## config.mk

```make
export PLATFORM = sky130hd
export DESIGN_NAME = call_meter
export DESIGN_NICKNAME = d
export VERILOG_FILES = /design/src/rtl/call_meter_pkg.sv /design/src/rtl/call_meter_addsub.sv /design/src/rtl/call_meter.sv
export SDC_FILE = /design/constraint.sdc
export NUM_CORES = 1
export LEC_CHECK = 0
export ABC_AREA = 1
export CORE_MARGIN = 4
export CORE_UTILIZATION = 53
export CTS_CLUSTER_DIAMETER = 60
export CTS_CLUSTER_SIZE = 30
export DETAILED_ROUTE_END_ITERATION = 8
export PLACE_DENSITY = 0.85
export REMOVE_ABC_BUFFERS = 1
export SKIP_LAST_GASP = 1
export SLEW_MARGIN = 10
export SYNTH_ARGS = -nofsm -noshare
export SYNTH_HDL_FRONTEND = slang
export SYNTH_SLANG_ARGS = --single-unit
```

## constraint.sdc

```tcl
create_clock -name clk -period 5.67 [get_ports clk]
set_input_delay 1.134 -clock clk [delete_from_list [all_inputs] [get_ports clk]]
set_output_delay 1.134 -clock clk [all_outputs]
set_load 0.005 [all_outputs]
```

## src/rtl/call_meter_pkg.sv

```systemverilog
`default_nettype none
// +----------------------------------------------------------------------------+
// | call_meter_pkg : shared types, constants and helpers for the call meter    |
// | Revision       : 1.0                                                       |
// +----------------------------------------------------------------------------+
package call_meter_pkg;

  typedef enum logic [1:0] {
    ST_IDLE = 2'd0,
    ST_TALK = 2'd1,
    ST_WARN = 2'd2,
    ST_CUT  = 2'd3
  } state_t;

  typedef logic [3:0] bcd_digit_t;

  localparam int SEC_PER_MIN = 60;

  // Legal BCD words order exactly like binary words of the same width.
  function automatic logic bcd_ge(input logic [63:0] a, input logic [63:0] b);
    return a >= b;
  endfunction

endpackage
`default_nettype wire

```

## src/rtl/call_meter_addsub.sv

```systemverilog
`default_nettype none
// +----------------------------------------------------------------------------+
// | bcd_addsub : combinational ripple BCD adder/subtractor, DIGITS digits      |
// | Revision   : 1.0                                                           |
// +----------------------------------------------------------------------------+
module bcd_addsub
  import call_meter_pkg::*;
#(
  parameter int DIGITS = 3
) (
  input  logic [4*DIGITS-1:0] a,
  input  logic [4*DIGITS-1:0] b,
  input  logic                sub,
  output logic [4*DIGITS-1:0] result,
  output logic                carry
);

  logic [DIGITS:0] w_c;
  assign w_c[0] = 1'b0;
  assign carry  = w_c[DIGITS];

  for (genvar i = 0; i < DIGITS; i++) begin : g_digit
    bcd_digit_t w_a;
    bcd_digit_t w_b;
    logic [4:0] w_sum;
    logic [4:0] w_dif;
    assign w_a   = a[4*i +: 4];
    assign w_b   = b[4*i +: 4];
    assign w_sum = {1'b0, w_a} + {1'b0, w_b} + {4'd0, w_c[i]};
    // Bit 4 of the difference is its sign: a negative digit borrows ten.
    assign w_dif = {1'b0, w_a} - {1'b0, w_b} - {4'd0, w_c[i]};
    assign w_c[i+1] = sub ? w_dif[4] : (w_sum > 5'd9);
    assign result[4*i +: 4] = sub ? (w_dif[4] ? w_dif[3:0] + 4'd10 : w_dif[3:0])
                                  : ((w_sum > 5'd9) ? w_sum[3:0] + 4'd6 : w_sum[3:0]);
  end

endmodule
`default_nettype wire

```

## src/rtl/call_meter.sv

```systemverilog
`default_nettype none
// +----------------------------------------------------------------------------+
// | call_meter : per-call BCD billing meter with warn/cut and optional top-up  |
// | Option     : CALL_METER_RECHARGE_EN enables the recharge handshake         |
// | Revision   : 1.0                                                           |
// +----------------------------------------------------------------------------+
module call_meter
  import call_meter_pkg::*;
#(
  parameter int CLK_PER_SEC  = 1,
  parameter int MONEY_DIGITS = 3,
  parameter int TIME_DIGITS  = 3,
  parameter int NUM_TYPES    = 2,
  parameter logic [NUM_TYPES*4*MONEY_DIGITS-1:0] RATE_TABLE = {12'h006, 12'h003},
  parameter logic [4*MONEY_DIGITS-1:0] INIT_BALANCE = 12'h500,
  parameter int CUT_DELAY    = 15,
  localparam int TYPE_W = (NUM_TYPES > 1) ? $clog2(NUM_TYPES) : 1
) (
  input  logic                      clk,
  input  logic                      rst,
  input  logic                      calling,
  input  logic [TYPE_W-1:0]         call_type,
  input  logic                      recharge_valid,
  input  logic [4*MONEY_DIGITS-1:0] recharge_amt,
  output logic                      recharge_ready,
  output logic [4*MONEY_DIGITS-1:0] balance,
  output logic [4*TIME_DIGITS-1:0]  minutes,
  output logic                      write,
  output logic                      warn,
  output logic                      cut
);

  localparam int MW = 4*MONEY_DIGITS;
  localparam int TW = 4*TIME_DIGITS;
  localparam int PW = (CLK_PER_SEC > 1) ? $clog2(CLK_PER_SEC) : 1;
  localparam int CW = $clog2(CUT_DELAY + 2);
  localparam logic [MW-1:0] BCD_MAX = {MONEY_DIGITS{4'h9}};

  state_t            r_state, w_state_next;
  logic [MW-1:0]     r_balance;
  logic [TW-1:0]     r_minutes;
  logic [TYPE_W-1:0] r_type;
  logic [PW-1:0]     r_presc;
  logic [5:0]        r_sec;
  logic [CW-1:0]     r_cut_cnt;
  logic              r_write, r_warn, r_cut, r_ready;

  logic [MW-1:0] w_rate, w_money_b, w_money_res, w_rech_bal;
  logic [TW-1:0] w_min_res;
  logic [CW-1:0] w_cut_next;
  logic w_money_sub, w_money_co, w_min_co, w_rech_acc, w_ready_next;
  logic w_tick, w_boundary, w_afford, w_start, w_charge;

  always_comb begin
    w_rate = '0;
    for (int i = 0; i < NUM_TYPES; i++) begin
      if (r_type == TYPE_W'(i)) w_rate = RATE_TABLE[i*MW +: MW];
    end
  end

  assign w_tick     = (r_presc == PW'(CLK_PER_SEC - 1));
  assign w_boundary = w_tick && (r_sec == 6'(SEC_PER_MIN - 1));
  assign w_afford   = bcd_ge(64'(r_balance), 64'(w_rate));
  assign w_cut_next = r_cut_cnt + CW'(w_tick);

`ifdef CALL_METER_RECHARGE_EN
  localparam logic READY_RST = 1'b1;
  assign w_rech_acc   = recharge_valid && r_ready;
  assign w_money_b    = w_rech_acc ? recharge_amt : w_rate;
  assign w_money_sub  = !w_rech_acc;
  assign w_ready_next = (w_state_next == ST_IDLE) || (w_state_next == ST_WARN);
  assign w_rech_bal   = w_money_co ? BCD_MAX : w_money_res;
`else
  localparam logic READY_RST = 1'b0;
  logic w_unused_rech;
  assign w_rech_acc    = 1'b0;
  assign w_money_b     = w_rate;
  assign w_money_sub   = 1'b1;
  assign w_ready_next  = 1'b0;
  assign w_rech_bal    = w_money_res;
  assign w_unused_rech = ^{recharge_valid, recharge_amt, w_money_co, BCD_MAX};
`endif

  bcd_addsub #(.DIGITS(MONEY_DIGITS)) u_money (
    .a(r_balance), .b(w_money_b), .sub(w_money_sub), .result(w_money_res), .carry(w_money_co)
  );

  bcd_addsub #(.DIGITS(TIME_DIGITS)) u_minutes (
    .a(r_minutes), .b(TW'(1)), .sub(1'b0), .result(w_min_res), .carry(w_min_co)
  );

  always_ff @(posedge clk) begin
    if (rst) r_state <= ST_IDLE;
    else     r_state <= w_state_next;
  end

  // Hang-up outranks billing; a top-up in WARN defers the credit check a cycle.
  always_comb begin
    w_state_next = r_state;
    w_start      = 1'b0;
    w_charge     = 1'b0;
    case (r_state)
      ST_IDLE: begin
        if (calling) begin
          w_state_next = ST_TALK;
          w_start      = 1'b1;
        end
      end
      ST_TALK: begin
        if (!calling) w_state_next = ST_IDLE;
        else if (w_boundary) begin
          if (w_afford) w_charge = 1'b1;
          else          w_state_next = ST_WARN;
        end
      end
      ST_WARN: begin
        if (!calling) w_state_next = ST_IDLE;
        else if (w_rech_acc) w_state_next = ST_WARN;
        else if (w_afford) begin
          w_charge     = 1'b1;
          w_state_next = ST_TALK;
        end else if (w_cut_next >= CW'(CUT_DELAY)) w_state_next = ST_CUT;
      end
      ST_CUT: begin
        if (!calling) w_state_next = ST_IDLE;
      end
      default: w_state_next = ST_IDLE;
    endcase
  end

  always_ff @(posedge clk) begin
    if (rst) begin
      r_balance <= INIT_BALANCE;
      r_minutes <= '0;
      r_type    <= '0;
      r_presc   <= '0;
      r_sec     <= '0;
      r_cut_cnt <= '0;
      r_write   <= 1'b0;
      r_warn    <= 1'b0;
      r_cut     <= 1'b0;
      r_ready   <= READY_RST;
    end else begin
      r_write <= 1'b0;
      r_warn  <= (w_state_next == ST_WARN);
      r_cut   <= (w_state_next == ST_CUT);
      r_ready <= w_ready_next;
      if (w_start) begin
        r_type    <= call_type;
        r_minutes <= '0;
        r_presc   <= '0;
        r_sec     <= '0;
        r_cut_cnt <= '0;
      end else if (r_state == ST_TALK || r_state == ST_WARN) begin
        r_presc <= w_tick ? '0 : r_presc + 1'b1;
        if (r_state == ST_TALK && w_tick) r_sec <= w_boundary ? '0 : r_sec + 1'b1;
        if (r_state == ST_WARN) r_cut_cnt <= w_cut_next;
      end
      if (w_charge) begin
        r_balance <= w_money_res;
        r_cut_cnt <= '0;
        if (!w_min_co) begin
          r_minutes <= w_min_res;
          r_write   <= 1'b1;
        end
      end else if (w_rech_acc) begin
        r_balance <= w_rech_bal;
      end
    end
  end

  assign recharge_ready = r_ready;
  assign balance        = r_balance;
  assign minutes        = r_minutes;
  assign write          = r_write;
  assign warn           = r_warn;
  assign cut            = r_cut;

endmodule
`default_nettype wire

```

==> qor.yml <==
run_status:
  outcome: "finished clean"
critical_path:
  cp_max_fo: 7
  reg2reg_depth: 20
  timing.rr.start: "minutes[0]"
  cp-start-kind: "register"
  crit_type: "reg2reg"
  arrival_ns: 4.41
  ff2ff_setup_slack_ns: 1.44
  cp.required_ns: 5.86
  critPathCaptureType: "register"
  r2r-end: "minutes[11]"
floorplanning:
  io_pins: 45
  core_mm2: 0.00482
  die_w_um: 79.1
  rows: 25
  die_area_mm2: 0.00626
  die_h_um: 79.1
  start_util_pct: 55.6
finish:
  fin_cells: 476
  antennaDiodeCount: 0
  drive_gt1_share_pct: 5.87
  fin_nets: 454
  areaGrowthSynthToFinish_pct: 16.0
  final_util_pct: 64.5
power:
  powerDensity_mw_per_mm2: 168
  vdd_drop_max_mv: 0.0955
  p_total_w: 0.000521
  p_leak_nw: 1.43
timing:
  setup_viol: 0
  slew_headroom_pct: 35.7
  post-route-min-period_ns: 4.23
  hold_viol: 0
  max_freq_mhz: 237
  final.period_utilization_pct: 74.6
  fin_setup_tns_ns: 0
  tightest_slew_ns: 0.961
  finClkSkew_ns: 0.0113
  drv_slew: 0
  rsz0062_at_grt: "no"
worst_hold_path:
  whs_path_depth: 2
  hold_class: "reg2reg"
  holdPathEnd: "balance[0]"
  worstHoldStart: "balance[0]"
clock_network:
  cts_resized: 0
  cts_hold_buf: 0
  post_cts_buffers: 0
  cts_max_path_buffers: 2
  clk_pin_slew_ns: 0.08
  cts_tree: "built"
  htreeDepth: 2
  numCtsBuffers: 5
  clkSinkCount: 41
  cts_root_buf: "clkbuf_8"
  clk_latency_ns: 0.30
synthesis:
  syn_avg_cell_area_um2: 7.09
  yosys.area.top_type_share_pct: 30.6
  synth_edf_count: 0
  yosysUniqueCellTypes: 38
  post-synth-top-area-cell: "dfxtp_1"
  synthFlopType: "dfxtp_1"
  synth_async_sr_flop_share_pct: 0
  yosysSeqAreaShare_pct: 30.6
  synthTopCellsByCount: "nand2_1, inv_1, nor2_1"
  synthCells: 378
  yosys_warnings: 0
  ys_ff_latch: 41
  syn_area_mm2: 0.00268
  yosys.cell_count.top_type: "nand2_1"
  synth_area_leaders: "dfxtp_1, ha_1, nand2_1"
detailed_routing:
  drt-total-wl_mm: 5.63
  drt-initial-drc-count: 131
  drc: 0
  vias: 2453
  dr.pass1.iters: 4
  viasPerCell: 5.15
  routedWlPerCell_um: 11.8
  ant_nets: 0
global_route:
  grt_pass1_wl_mm: 9.63
  grt_usage_pct: 19.0
  grt_overflow: 0
  grt_max_degree: 15
  grt_pass1_vias: 2242
  antenna_found_initial: 0
placed_design:
  hpwl_mm: 4.26
  placed_cells: 469
  place.gp.congestion: 0.864
  io_buffers: 30
run:
  maxCapViolCount: 0
==> layout make-up <==
cell class              instances  area [um^2]
flip-flops and latches         41          821
well taps                      67         83.8
fillers                       477         1710
clock buffers                   7         86.3
inverters                      55          209
repair buffers                 30          300
multi-input cells             276         1610
==> metrics by stage <==
step	instance area, um^2	hold WS, ns	worst slack [ns]
after global routing	3110	0.523	0.950
after global placement	3020	0.465	1.63
after floorplan	2640	0.456	2.03
after detailed placement	3020	0.475	1.49
final	3110	0.487	1.44
after CTS	3110	0.487	1.45
==> metal layers <==
metal  up-vias  track usage [%]  part of all wire [%]
li1       1266                -                     -
met1      1119             23.4                    46
met2        58             31.8                    48
met3        10             3.85                   4.8
met4         0             8.76                   1.5
met5         -                0                     0
==> kinds of logic after synthesis <==
| group | count (synthesis) | synth area share (%) |
|---|---|---|
| simple gates | 176 | 29.3 |
| buf+inv | 61 | 9.34 |
| xor+xnor | 19 | 6.21 |
| compound gates | 52 | 11.3 |
| flops | 41 | 30.6 |
| fa+ha+maj | 28 | 13.1 |
| other cells | 1 | 0.140 |
==> worst max-delay path by stage <==
| stage | from | slack (ns) | to | depth (start not counted) |
|---|---|---|---|---|
| after floorplan | minutes[0] | 2.03 | minutes[7] | 22 |
| after global placement | minutes[0] | 1.63 | minutes[11] | 21 |
| after detailed placement | minutes[0] | 1.49 | minutes[11] | 21 |
| after CTS | minutes[0] | 1.45 | minutes[11] | 21 |
| after global routing | minutes[0] | 0.95 | minutes[11] | 21 |
| final | minutes[0] | 1.44 | minutes[11] | 20 |
==> sequential cells by signal (all words and copies together), names as in the netlist <==
register   count
r_type         1
balance       12
minutes       12
warn           1
cut            1
r_sec          6
r_state        2
write          1
r_cut_cnt      5
==> critical path: stages, from the launching register on <==
cell and delay (ns):
dfxtp_1 0.37, ha_1 0.25, xnor2_1 0.31, ha_1 0.24, nand2_1 0.06, nand2_1 0.07
o21ai_2 0.09, ha_1 0.22, ha_1 0.21, xnor2_1 0.31, ha_1 0.23, nand2_1 0.06
nand3_1 0.07, nand2_1 0.14, ha_1 0.25, ha_1 0.22, xor2_1 0.16, o21ai_1 0.21
nand4_1 0.32, o21ai_0 0.27, nor2_1 0.06
==> cell usage in the layout, fill, tap and decap left out, types with 3 or more instances in the layout <==
cell type        count
nand2_1             82
inv_1               52
nor2_1              43
dfxtp_1             41
clkdlybuf4s50_1     30
nand3_1             28
ha_1                28
a21oi_1             22
xor2_1              14
o21ai_0             13
clkbuf_8             6
xnor2_1              5
o21ai_1              5
nor3_1               5
nand2_2              3
nand2_4              3
nand4_1              3
==> report_power, final <==
part           switching (W)  internal [W]  total (W)
Combinational      0.0000232     0.0000117  0.0000349
Clock              0.0000971     0.0000966   0.000194
Sequential        0.00000219      0.000290   0.000292
(Power assumes the default switching activity.)
